<file path="src/rtl/add_accum_pkg.sv">
`default_nettype none
// ============================================================================
//  Module   : add_accum_pkg
//  Purpose  : State encoding and port-width helpers for add_result_accum.
//  Revision : 1.0
// ============================================================================
package add_accum_pkg;

   typedef enum logic [1:0] {
      IDLE  = 2'd0,
      ACCUM = 2'd1,
      HOLD  = 2'd2
   } state_t;

   // Widest total: COUNT beats of (2^(BITS+1))-1 each.
   function automatic int calc_aw(input int bits, input int count);
      return bits + 1 + $clog2(count);
   endfunction

   function automatic int calc_cw(input int count);
      return $clog2(count + 1);
   endfunction

endpackage
`default_nettype wire

</file>
<file path="src/rtl/add_result_accum.sv">
`default_nettype none
// ============================================================================
//  Module   : add_result_accum
//  Purpose  : Sums blocks of {carry,sum} adder beats and presents block totals.
//  Revision : 1.0
// ============================================================================
module add_result_accum
   import add_accum_pkg::*;
#(
   parameter int  BITS  = 4,
   parameter int  COUNT = 4,
   localparam int AW    = calc_aw(BITS, COUNT),
   localparam int CW    = calc_cw(COUNT)
) (
   input  logic          clock,
   input  logic          reset_n,
   input  logic          in_valid,
   output logic          in_ready,
   input  logic          carry,
   input  logic [BITS-1:0] sum,
   input  logic          flush,
   output logic          out_valid,
   input  logic          out_ready,
   output logic [AW-1:0] total,
   output logic [CW-1:0] beats
);

   localparam logic [CW-1:0] c_count = CW'(COUNT);

   state_t        r_state;
   state_t        w_state_nxt;
   logic [AW-1:0] r_acc;
   logic [CW-1:0] r_cnt;
   logic [1:0]    r_sync;
   logic          w_run;
   logic          w_accept;
   logic          w_last;
   logic [AW-1:0] w_beat;
   logic [CW-1:0] w_cnt_inc;

   // Reset release is retimed here; IDLE refuses beats until it has propagated.
   always_ff @(posedge clock or negedge reset_n) begin
      if (!reset_n) r_sync <= 2'b00;
      else          r_sync <= {r_sync[0], 1'b1};
   end

   assign w_run     = r_sync[1];
   assign w_beat    = AW'({carry, sum});
   assign w_accept  = in_valid & in_ready;
   assign w_cnt_inc = r_cnt + CW'(1);
   assign w_last    = (w_cnt_inc == c_count) | flush;

   always_ff @(posedge clock or negedge reset_n) begin
      if (!reset_n) r_state <= IDLE;
      else          r_state <= w_state_nxt;
   end

   always_comb begin
      w_state_nxt = r_state;
      case (r_state)
         IDLE:    if (w_accept) w_state_nxt = w_last ? HOLD : ACCUM;
         ACCUM:   if ((w_accept && w_last) || flush) w_state_nxt = HOLD;
         HOLD:    if (out_ready) w_state_nxt = IDLE;
         default: w_state_nxt = IDLE;
      endcase
   end

   always_comb begin
      in_ready  = 1'b0;
      out_valid = 1'b0;
      case (r_state)
         IDLE:    in_ready  = w_run | ~reset_n;
         ACCUM:   in_ready  = 1'b1;
         HOLD:    out_valid = 1'b1;
         default: in_ready  = 1'b0;
      endcase
   end

   always_ff @(posedge clock or negedge reset_n) begin
      if (!reset_n) begin
         r_acc <= '0;
         r_cnt <= '0;
      end else if (r_state == HOLD) begin
         if (out_ready) begin
            r_acc <= '0;
            r_cnt <= '0;
         end
      end else if (w_accept) begin
         r_acc <= (r_state == IDLE) ? w_beat : r_acc + w_beat;
         r_cnt <= w_cnt_inc;
      end
   end

   assign total = out_valid ? r_acc : '0;
   assign beats = out_valid ? r_cnt : '0;

endmodule
`default_nettype wire

</file>
<file path="config.mk">
export PLATFORM = sky130hd
export DESIGN_NAME = add_result_accum
export DESIGN_NICKNAME = d
export VERILOG_FILES = /design/src/rtl/add_accum_pkg.sv /design/src/rtl/add_result_accum.sv
export SDC_FILE = /design/constraint.sdc
export NUM_CORES = 1
export LEC_CHECK = 0
export BUFFER_PORTS_ARGS = -buffer_cell sky130_fd_sc_hd__buf_4
export CORE_MARGIN = 1.5
export CORE_UTILIZATION = 56
export CTS_CLUSTER_DIAMETER = 60
export DETAILED_ROUTE_END_ITERATION = 6
export GPL_TIMING_DRIVEN = 0
export PLACE_DENSITY_LB_ADDON = 0.08
export SLEW_MARGIN = 20
export SYNTH_ARGS = -nofsm -noshare
export SYNTH_HDL_FRONTEND = slang
export SYNTH_SLANG_ARGS = --single-unit
</file>
<file path="constraint.sdc">
create_clock -name clock -period 3.9 [get_ports clock]
set_input_delay 0.78 -clock clock [delete_from_list [all_inputs] [get_ports clock]]
set_output_delay 0.78 -clock clock [all_outputs]
set_load 0.02 [all_outputs]
</file>
## Word-level counts from Yosys, hierarchy flattened

Index checks and enable logic that the tools add are counted.

- Bits of input ports: 10
- Logic and storage cells: 38
- Output and inout port bits: 12
- Register bits: 14

- Reduce and logical (&&, ||, !) cells: 6
- Equality and inequality tests: 6
- Multiplexer cells: 16
- Bitwise logic cells: 4
- $add $sub $neg: 2

Operator list:

| kind | count |
|---|---|
| 7-bit two-way mux | 5 |
| 3-bit two-way mux | 4 |
| 2-bit two-way mux | 4 |
| 7-bit by 5-bit adder with 7-bit output | 1 |
| 2-bit inequality test (second input constant) | 3 |
| 2-bit one-hot mux with 3 select lines | 1 |
| 3-bit by 1-bit adder with 3-bit output (second input constant) | 1 |
| 3-bit equality test (second input constant) | 1 |
| 3-bit AND reduction | 1 |
| 2-bit by 1-bit equality test with 1-bit output (second input constant) | 1 |
| 2-bit equality test (second input constant) | 1 |
| 2-bit zero test | 1 |
| 1-bit OR | 2 |
| 1-bit one-hot mux with 2 select lines | 1 |
| 2-bit AND reduction | 1 |
| 2-bit nonzero test | 1 |
| 1-bit bitwise AND | 1 |
| 1-bit logical AND | 1 |
| 1-bit logical OR | 1 |
| 1-bit two-way mux | 1 |
| 1-bit NOT | 1 |

## Longest topological paths before layout

Gate-level depths: netlist (run 1).

- Word-level depth: 8
- Gate-level depth with buffers: 6
- Mapped depth without buffers: 6

## Worst setup path after synthesis (run 1)

Ideal clock, no wire load.

- Path type: input to register
- Start: input sum[0]
- End: register r_acc[4]
- Buffers on the path: 0
- Setup slack: 1.829 ns
- Stages: 6
- Library setup time: 0.128 ns
- Arrival time: 1.942 ns
- Cells stage by stage: ha_1 fa_1 a21o_1 a21oi_1 xor2_1 o21ai_0

- Cells in the longest elaborated chain, start to end: 4

Ends and longest elaborated chain:

| item | line | source |
|---|---|---|
| start, declared | add_result_accum.sv:20 | `input logic [BITS-1:0] sum,` |
| 7-bit by 5-bit adder with 7-bit output | add_result_accum.sv:89 | `r_acc <= (r_state == IDLE) ? w_beat : r_acc + w_beat;` |
| 7-bit two-way mux | add_result_accum.sv:89 |  |
| 7-bit two-way mux | add_result_accum.sv:88 | `end else if (w_accept) begin` |
| 7-bit two-way mux | add_result_accum.sv:83 | `end else if (r_state == HOLD) begin` |
| end signal, assigned | add_result_accum.sv:89 |  |
| end, declared | add_result_accum.sv:32 | `logic [AW-1:0] r_acc;` |

Every way passes these cells. The select of a mux whose other input is x is not followed.
A chain may end at the register's enable or synchronous reset.

## Worst setup path after layout (run 1)

- Start: register r_state[0]
- End: output beats[0]

- Cells in the longest elaborated chain, start to end: 3

Ends and longest elaborated chain:

| item | line | source |
|---|---|---|
| start, declared | add_result_accum.sv:30 | `state_t r_state;` |
| start signal, assigned | add_result_accum.sv:55 | `else r_state <= w_state_nxt;` |
| 2-bit equality test | add_result_accum.sv:71 | `case (r_state)` |
| 1-bit two-way mux | add_result_accum.sv:71 |  |
| 3-bit two-way mux | add_result_accum.sv:95 | `assign beats = out_valid ? r_cnt : '0;` |
| end, declared | add_result_accum.sv:25 | `output logic [CW-1:0] beats` |

Every way passes these cells.

==> results.json, run 1 <==
{
  "clockBufferDepth": 2,
  "whs_ps": 317,
  "rrSetupSlack_ps": 2110,
  "finClkSkew_ps": 9.11,
  "first_global_vias": 728,
  "cts.sink_count": 14,
  "die_y_um": 44.0,
  "final.setup.tns_ps": 0,
  "synth_top_family_by_area": "simple AND/OR/NAND/NOR gates",
  "synth.mux.area_fraction_pct": 4.38,
  "grt_pass1_wl_um": 3150,
  "critPathSlowestCell": "dfrtp_1",
  "worstSkewPairLatency_ps": 290,
  "drtAntennaViolNets": 0,
  "maxCapViolCount": 0,
  "finalNonFillerCells": 133,
  "synth_nets": 110,
  "leakage_uw": 0.000600,
  "layout.nets": 136,
  "synthSimpleGateAreaFrac_pct": 20.7,
  "path_buf_inv": 2,
  "synth-xor-area-share_pct": 3.72,
  "dieArea_um2": 1940,
  "cts_tree": "built",
  "routed_wl_um": 1850,
  "ys_seq_elements": 14,
  "grt_max_degree": 16,
  "period_needed_ps": 2450,
  "setup.worst_path.class": "reg2out",
  "grt_overflow_total": 0,
  "startpoint_type": "register",
  "chipWidth_um": 44.0,
  "wire_per_inst_um": 13.9,
  "portBuffers": 21,
  "setup_viol": 0,
  "power_uw": 775,
  "grt_antenna_before_repair": 0,
  "synth-edff-count": 0,
  "dp_hpwl_um": 1400,
  "reg2reg_depth": 6,
  "synth_warnings": 0,
  "num_io_pins": 22,
  "place_inst": 129,
  "synth_compound_area_share_pct": 19.3,
  "drtIter0Drc": 15,
  "ys.flop_type": "dfrtp_1",
  "cp.required_ps": 3120,
  "drt_first_pass_iters": 4,
  "fp-row-count": 14,
  "synth-seq-area-share_pct": 37.2,
  "seq_area_um2": 350,
  "hold_viol_final": 0,
  "drc_errors": 0,
  "maxSlewViolCount": 0,
  "fmax_mhz": 409,
  "post_cts_buffers": 0,
  "synthAdderAreaFrac_pct": 11.4,
  "layout_common_cells": "buf_4 (22), dfrtp_1 (14), and2_1 (12), ha_1 (7)",
  "critPathCaptureType": "primary output",
  "htree_num_levels": 1,
  "cp.arrival_ps": 1670,
  "cts_resized": 0,
  "postSynth.asyncResetShare_pct": 100,
  "r2r_start": "r_acc[0]",
  "crit_path_max_incr_delay_ps": 450,
  "vias_per_cell": 5.75,
  "fill_cells": 129,
  "outcome": "finished, final reports clean",
  "final_common_cell": "buf_4",
  "yosysUniqueCellTypes": 35,
  "power_density_nw_per_um2": 670,
  "postSynthAreaPerCell_um2": 10.2,
  "reg2reg_to": "r_acc[4]",
  "path_cells": "and2b_2 > clkbuf_1 > and2_1 > buf_4",
  "coreArea_um2": 1540,
  "syn_inst": 92,
  "post-route-period-util_pct": 62.7,
  "holdBufCountCts": 0,
  "track_usage_pct": 22.4,
  "peakVddDrop_mv": 0.469,
  "multi_input_area_um2": 564,
  "syn-cell-area_um2": 942,
  "gp_congestion": 0.818,
  "rsz0062_at_grt": "no",
  "numCtsBuffers": 3,
  "crit_fanout": 10,
  "start_util_pct": 61.1,
  "clockRootBuffer": "clkbuf_4",
  "clk_pin_slew_ps": 90,
  "n_antenna_cell": 0,
  "cp_top_family": "simple AND/OR/NAND/NOR gates",
  "vias": 765,
  "synthToLayoutAreaGrowth_pct": 22.7,
  "drive_gt1_share_pct": 29.1,
  "hp-class": "in2async"
}
-- flip-flops by register name, summed over array words and instances (netlist names) --
name	flops
r_acc	7
r_cnt	3
r_state	2
r_sync	2
-- cells in the mapped netlist (2+ instances only) --
cell     count  share of area, %
nand2_1      5               2.0
dfrtp_1     14                37
a21o_1       4               3.2
nand3_1      2               1.1
mux2i_1      3               3.2
xor2_1       4               3.7
and3_1       2               1.3
a22oi_1      3               2.4
a21oi_1      4               2.1
and2_1      12               8.0
ha_1         7               9.3
inv_1        3               1.2
nor2_1       3               1.2
o21ai_0      5               2.7
-- logic make-up after synthesis --
group | after synthesis
XOR/XNOR | 4
flip-flops | 14
AND/OR/NAND/NOR | 31
adder cells (fa/ha/maj) | 8
buffers and inverters | 6
multiplexers | 4
other | 1
AO/OA/AOI/OAI | 24
-- layer usage --
| layer | global-route usage, % | part of all wire, % |
|---|---|---|
| met2 | 35.6 | 49 |
| met3 | 2.45 | 5.0 |
| met1 | 29.9 | 43 |
| met4 | 12.7 | 2.3 |
| met5 | 0 | 0 |
-- worst max-delay path by stage --
stage                from        to  slack, ps  cells after the start
3_5_place_dp      reset_n  in_ready       1580                      4
4_1_cts        r_state[0]  beats[0]       1420                      4
3_3_place_gp      reset_n  in_ready       1590                      4
2_1_floorplan      sum[0]  r_acc[4]       1830                      6
5_1_grt        r_state[0]  beats[0]       1310                      4
6_report       r_state[0]  beats[0]       1450                      4
-- final cells by class --
class | count | area share (%)
clock buffer | 4 | 3.14
tap | 16 | 1.73
buffer | 3 | 1.41
multi-input combinational | 72 | 48.8
timing repair buffer | 21 | 13.6
sequential | 14 | 30.3
inverter | 3 | 0.974
-- through the flow --
step                      setup WS [ps]  util [%]  area [um^2]
final                              1450      75.0         1160
after global routing               1310      75.0         1160
after CTS                          1420      75.0         1160
after detailed placement           1580      72.6         1120
after global placement             1590      72.6         1120
after floorplan                    1830         -          942
-- power by group --
part           internal [uW]  total, uW  switching (uW)
combinational            200        426             227
sequential               192        239            47.6
clock                   56.9        109            52.1
Power figures use the tool's default switching activity.
==> inputs of run 2 (changes only) <==
CORE_UTILIZATION = 47   (was 56)
clock period = 2.2 ns   (was 3.9 ns; I/O delays follow)
==> results.json, run 2 (synthesis results as in run 1) <==
{
  "reg.largest.list": "r_acc x7, r_cnt x3",
  "numCtsBuffers": 3,
  "drtAntennaViolNets": 0,
  "cts_tree": "built",
  "grt_overflow_total": 0,
  "leakage_uw": 0.000609,
  "num_io_pins": 22,
  "multi_input_area_um2": 564,
  "largest_reg_flops": 7,
  "dpl_worst_slack_ps": 273,
  "cts.sink_count": 14,
  "min_path_cells": 2,
  "clockBufferDepth": 2,
  "maxCapViolCount": 0,
  "finClkSkew_ps": 2.19,
  "maxSlewViolCount": 0,
  "rsz0062_at_grt": "no",
  "reg2reg_depth": 6,
  "cp.arrival_ps": 1690,
  "period_needed_ps": 2130,
  "clk_pin_slew_ps": 90,
  "reg2reg_to": "r_acc[4]",
  "fp-row-count": 16,
  "rrSetupSlack_ps": 420,
  "power_density_nw_per_um2": 1160,
  "post-route-period-util_pct": 97.0,
  "chipWidth_um": 47.8,
  "vias": 750,
  "worstSkewPairLatency_ps": 290,
  "outcome": "finished, final reports clean",
  "synthToLayoutAreaGrowth_pct": 26.2,
  "grt_pass1_wl_um": 3040,
  "fmax_mhz": 468,
  "grt_max_degree": 16,
  "vias_per_cell": 5.17,
  "cp.required_ps": 1760,
  "worstHoldStart": "flush",
  "dieArea_um2": 2280,
  "startpoint_type": "input port",
  "critPathCaptureType": "primary output",
  "drive_gt1_share_pct": 29.7,
  "coreArea_um2": 1920,
  "drc_errors": 0,
  "layout.nets": 137,
  "routed_wl_um": 1880,
  "start_util_pct": 49.0,
  "track_usage_pct": 19.6,
  "wire_per_inst_um": 13.0,
  "layout_common_cells": "buf_4 (21), dfrtp_1 (14), and2_1 (12), ha_1 (7)",
  "hp-class": "in2reg",
  "r2r_start": "r_acc[0]",
  "post_cts_buffers": 0,
  "seq_area_um2": 350,
  "min_to": "r_state[0]",
  "grt_antenna_before_repair": 0,
  "htree_num_levels": 1,
  "drtIter0Drc": 7,
  "final.setup.tns_ps": 0,
  "gp_congestion": 0.793,
  "n_antenna_cell": 0,
  "hold_viol_final": 0,
  "setup.worst_path.class": "in2out",
  "fill_cells": 178,
  "dp_hpwl_um": 1380,
  "first_global_vias": 694,
  "final_common_cell": "buf_4",
  "setup_viol": 0,
  "clockRootBuffer": "clkbuf_4",
  "fin_util_pct": 61.8,
  "drt_first_pass_iters": 4,
  "layout_setup_ws_ps": 65.5,
  "largest_register": "r_acc",
  "peakVddDrop_mv": 0.629,
  "die_y_um": 47.8,
  "crit_fanout": 15,
  "portBuffers": 21
}
[run 2: changes by cell type in the layout (fill, tap and decap cells not counted)]
cell,previous run,this run
clkbuf_1,1,0
clkbuf_2,0,1
buf_4,22,21
dlygate4sd3_1,0,1
buf_8,0,1
[run 2: area by class of cell]
cell class	instances	share of cell area, %
well taps	27	2.84
inverters	3	0.947
repair buffers	22	14.7
flip-flops and latches	14	29.5
clock buffers	4	3.05
plain buffers	3	1.47
multi-input cells	72	47.5
[run 2: timing repair]
item | CTS | global route
hold endpoints to repair | 14 | 0
resized for setup | 0 | 4
hold buffers | 1 | 0
setup endpoints to repair | 0 | 10
[run 2: per-layer routing]
layer	share of wire (%)	global-route usage, %	wire length, um	vias to the layer above
met1	47	26.9	889	346
met2	46	28.0	866	19
li1	-	-	-	381
met5	0	0	0	-
met3	5.5	6.79	103	4
met4	1.3	8.11	25	0
[run 2: worst max path at each step]
stage                  from       end  cells after the start
CTS                 reset_n  in_ready                      5
global route        reset_n  in_ready                      5
detailed placement   sum[0]  r_acc[4]                      7
global placement     sum[0]  r_acc[4]                      7
finish              reset_n  in_ready                      5
floorplan            sum[0]  r_acc[4]                      6
[run 2: power breakdown]
group          internal, uW  total [uW]  leakage [uW]  switching [uW]
clock network           101         192     0.0000210            91.5
logic                   361         768      0.000410             407
registers               340         423      0.000178            82.9
total                   802        1380      0.000609             582
[run 2: metrics by stage]
stage                     cells  total power, uW  instance area [um^2]  hold slack (ps)
after floorplan              92              957                   942              144
after global placement      140             1170                  1130              306
after detailed placement    140             1190                  1130              306
after CTS                   145             1390                  1180              293
after global routing        145             1510                  1190              291
final                       145             1380                  1190              308
[run 2: worst max-delay path, cell delays in order]
cell           delay, ps
dlygate4sd3_1        570
buf_8                170
nor3b_4              280
nor2_1                60
buf_4                160
==> inputs of run 3 (changes only) <==
GPL_TIMING_DRIVEN = not set   (was 0)
==> results.json, run 3 (synthesis results as in run 1) <==
{
  "outcome": "finished, final reports clean",
  "largest_register": "r_acc",
  "grt_max_degree": 16,
  "fin_util_pct": 60.8,
  "chipWidth_um": 47.8,
  "clk_pin_slew_ps": 90,
  "drive_gt1_share_pct": 29.3,
  "final.setup.tns_ps": 0,
  "place_area_um2": 1130,
  "fill_cells": 179,
  "fmax_mhz": 530,
  "cts_tree": "built",
  "drtIter0Drc": 8,
  "cts.sink_count": 14,
  "holdBufCountCts": 0,
  "design_area_um2": 1170,
  "setup_viol": 0,
  "startpoint_type": "register",
  "vias": 752,
  "finClkSkew_ps": 6.03,
  "coreArea_um2": 1920,
  "crit_path_max_incr_delay_ps": 490,
  "clockBufferDepth": 2,
  "r2r_start": "r_acc[0]",
  "leakage_uw": 0.000599,
  "worstSkewPairLatency_ps": 280,
  "start_util_pct": 49.0,
  "maxSlewViolCount": 0,
  "routed_wl_um": 1840,
  "place_inst": 139,
  "gp_congestion": 0.839,
  "drt_first_pass_iters": 4,
  "grt_antenna_before_repair": 0,
  "cp-startpoint": "r_state[0]",
  "hp-class": "in2async",
  "crit_fanout": 12,
  "first_global_vias": 694,
  "num_io_pins": 22,
  "dp_hpwl_um": 1360,
  "grt_overflow_total": 0,
  "peakVddDrop_mv": 0.603,
  "finalNonFillerCells": 143,
  "critPathCaptureType": "primary output",
  "reg2reg_to": "r_acc[4]",
  "period_needed_ps": 1890,
  "power_density_nw_per_um2": 1160,
  "fp-row-count": 16,
  "wire_per_inst_um": 12.9,
  "final_common_cell": "buf_4",
  "setup.worst_path.class": "reg2out",
  "path_cells": "and2b_2 > and2_1 > buf_4",
  "hold_viol_final": 0,
  "rrSetupSlack_ps": 420,
  "rsz0062_at_grt": "no",
  "power_uw": 1360,
  "drc_errors": 0,
  "die_y_um": 47.8,
  "critPathSlowestCell": "dfrtp_1",
  "cp.required_ps": 1760,
  "drtAntennaViolNets": 0,
  "maxCapViolCount": 0,
  "htree_num_levels": 1,
  "post_cts_buffers": 0,
  "synthToLayoutAreaGrowth_pct": 24.0,
  "layout.nets": 135,
  "post-route-period-util_pct": 85.8,
  "grt_pass1_wl_um": 3020,
  "numCtsBuffers": 3,
  "largest_reg_flops": 7,
  "endpoint": "total[3]",
  "reg.largest.list": "r_acc x7, r_cnt x3",
  "clockRootBuffer": "clkbuf_4",
  "layout_common_cells": "buf_4 (23), dfrtp_1 (14), and2_1 (12), ha_1 (7)",
  "n_antenna_cell": 0,
  "portBuffers": 21,
  "reg2reg_depth": 6,
  "track_usage_pct": 19.2,
  "dieArea_um2": 2280,
  "cp.arrival_ps": 1450,
  "cts_resized": 0,
  "vias_per_cell": 5.26
}
[run 3: layer usage]
layer / track usage [%] / share of wire (%) / wire length [um] / vias up
li1: - / - / - / 379
met4: 3.24 / 0.49 / 9 / 0
met5: 0 / 0 / 0 / -
met2: 31.5 / 47 / 873 / 15
met1: 25.5 / 48 / 882 / 356
met3: 5.66 / 4.3 / 79 / 2
[run 3: area by class of cell]
type | count | area [um^2] | share of cell area, %
multi-input cells | 72 | 564 | 48.3
flip-flops and latches | 14 | 350 | 30.0
repair buffers | 23 | 173 | 14.8
clock buffers | 4 | 36.3 | 3.10
well taps | 27 | 33.8 | 2.89
inverters | 3 | 11.3 | 0.964
[run 3: worst max-delay path: cells and delay by family, from the launching register on]
| kind | cells | cell delay, ps |
|---|---|---|
| and+or+nand+nor | 2 | 530 |
| DFF | 1 | 490 |
| buffers and inverters | 1 | 150 |
[run 3: how the worst min path moves through the flow]
| stage | from | endpoint | depth (start not counted) |
|---|---|---|---|
| floorplan | reset_n | r_acc[0] | 0 |
| global placement | r_sync[0] | r_sync[1] | 0 |
| detailed placement | r_sync[0] | r_sync[1] | 0 |
| CTS | reset_n | r_cnt[2] | 2 |
| global route | reset_n | r_acc[6] | 2 |
| finish | reset_n | r_cnt[1] | 2 |
[run 3: power by group]
group / switching (uW) / internal [uW]
Combinational: 396 / 345
Sequential: 85.3 / 340
Clock: 88.4 / 101
Total: 570 / 785
[run 3: per-stage QoR]
step,hold slack [ps],setup WS (ps)
after global routing,82.0,221
after global placement,342,300
after detailed placement,340,254
final,81.6,312
after CTS,82.5,291
after floorplan,144,469
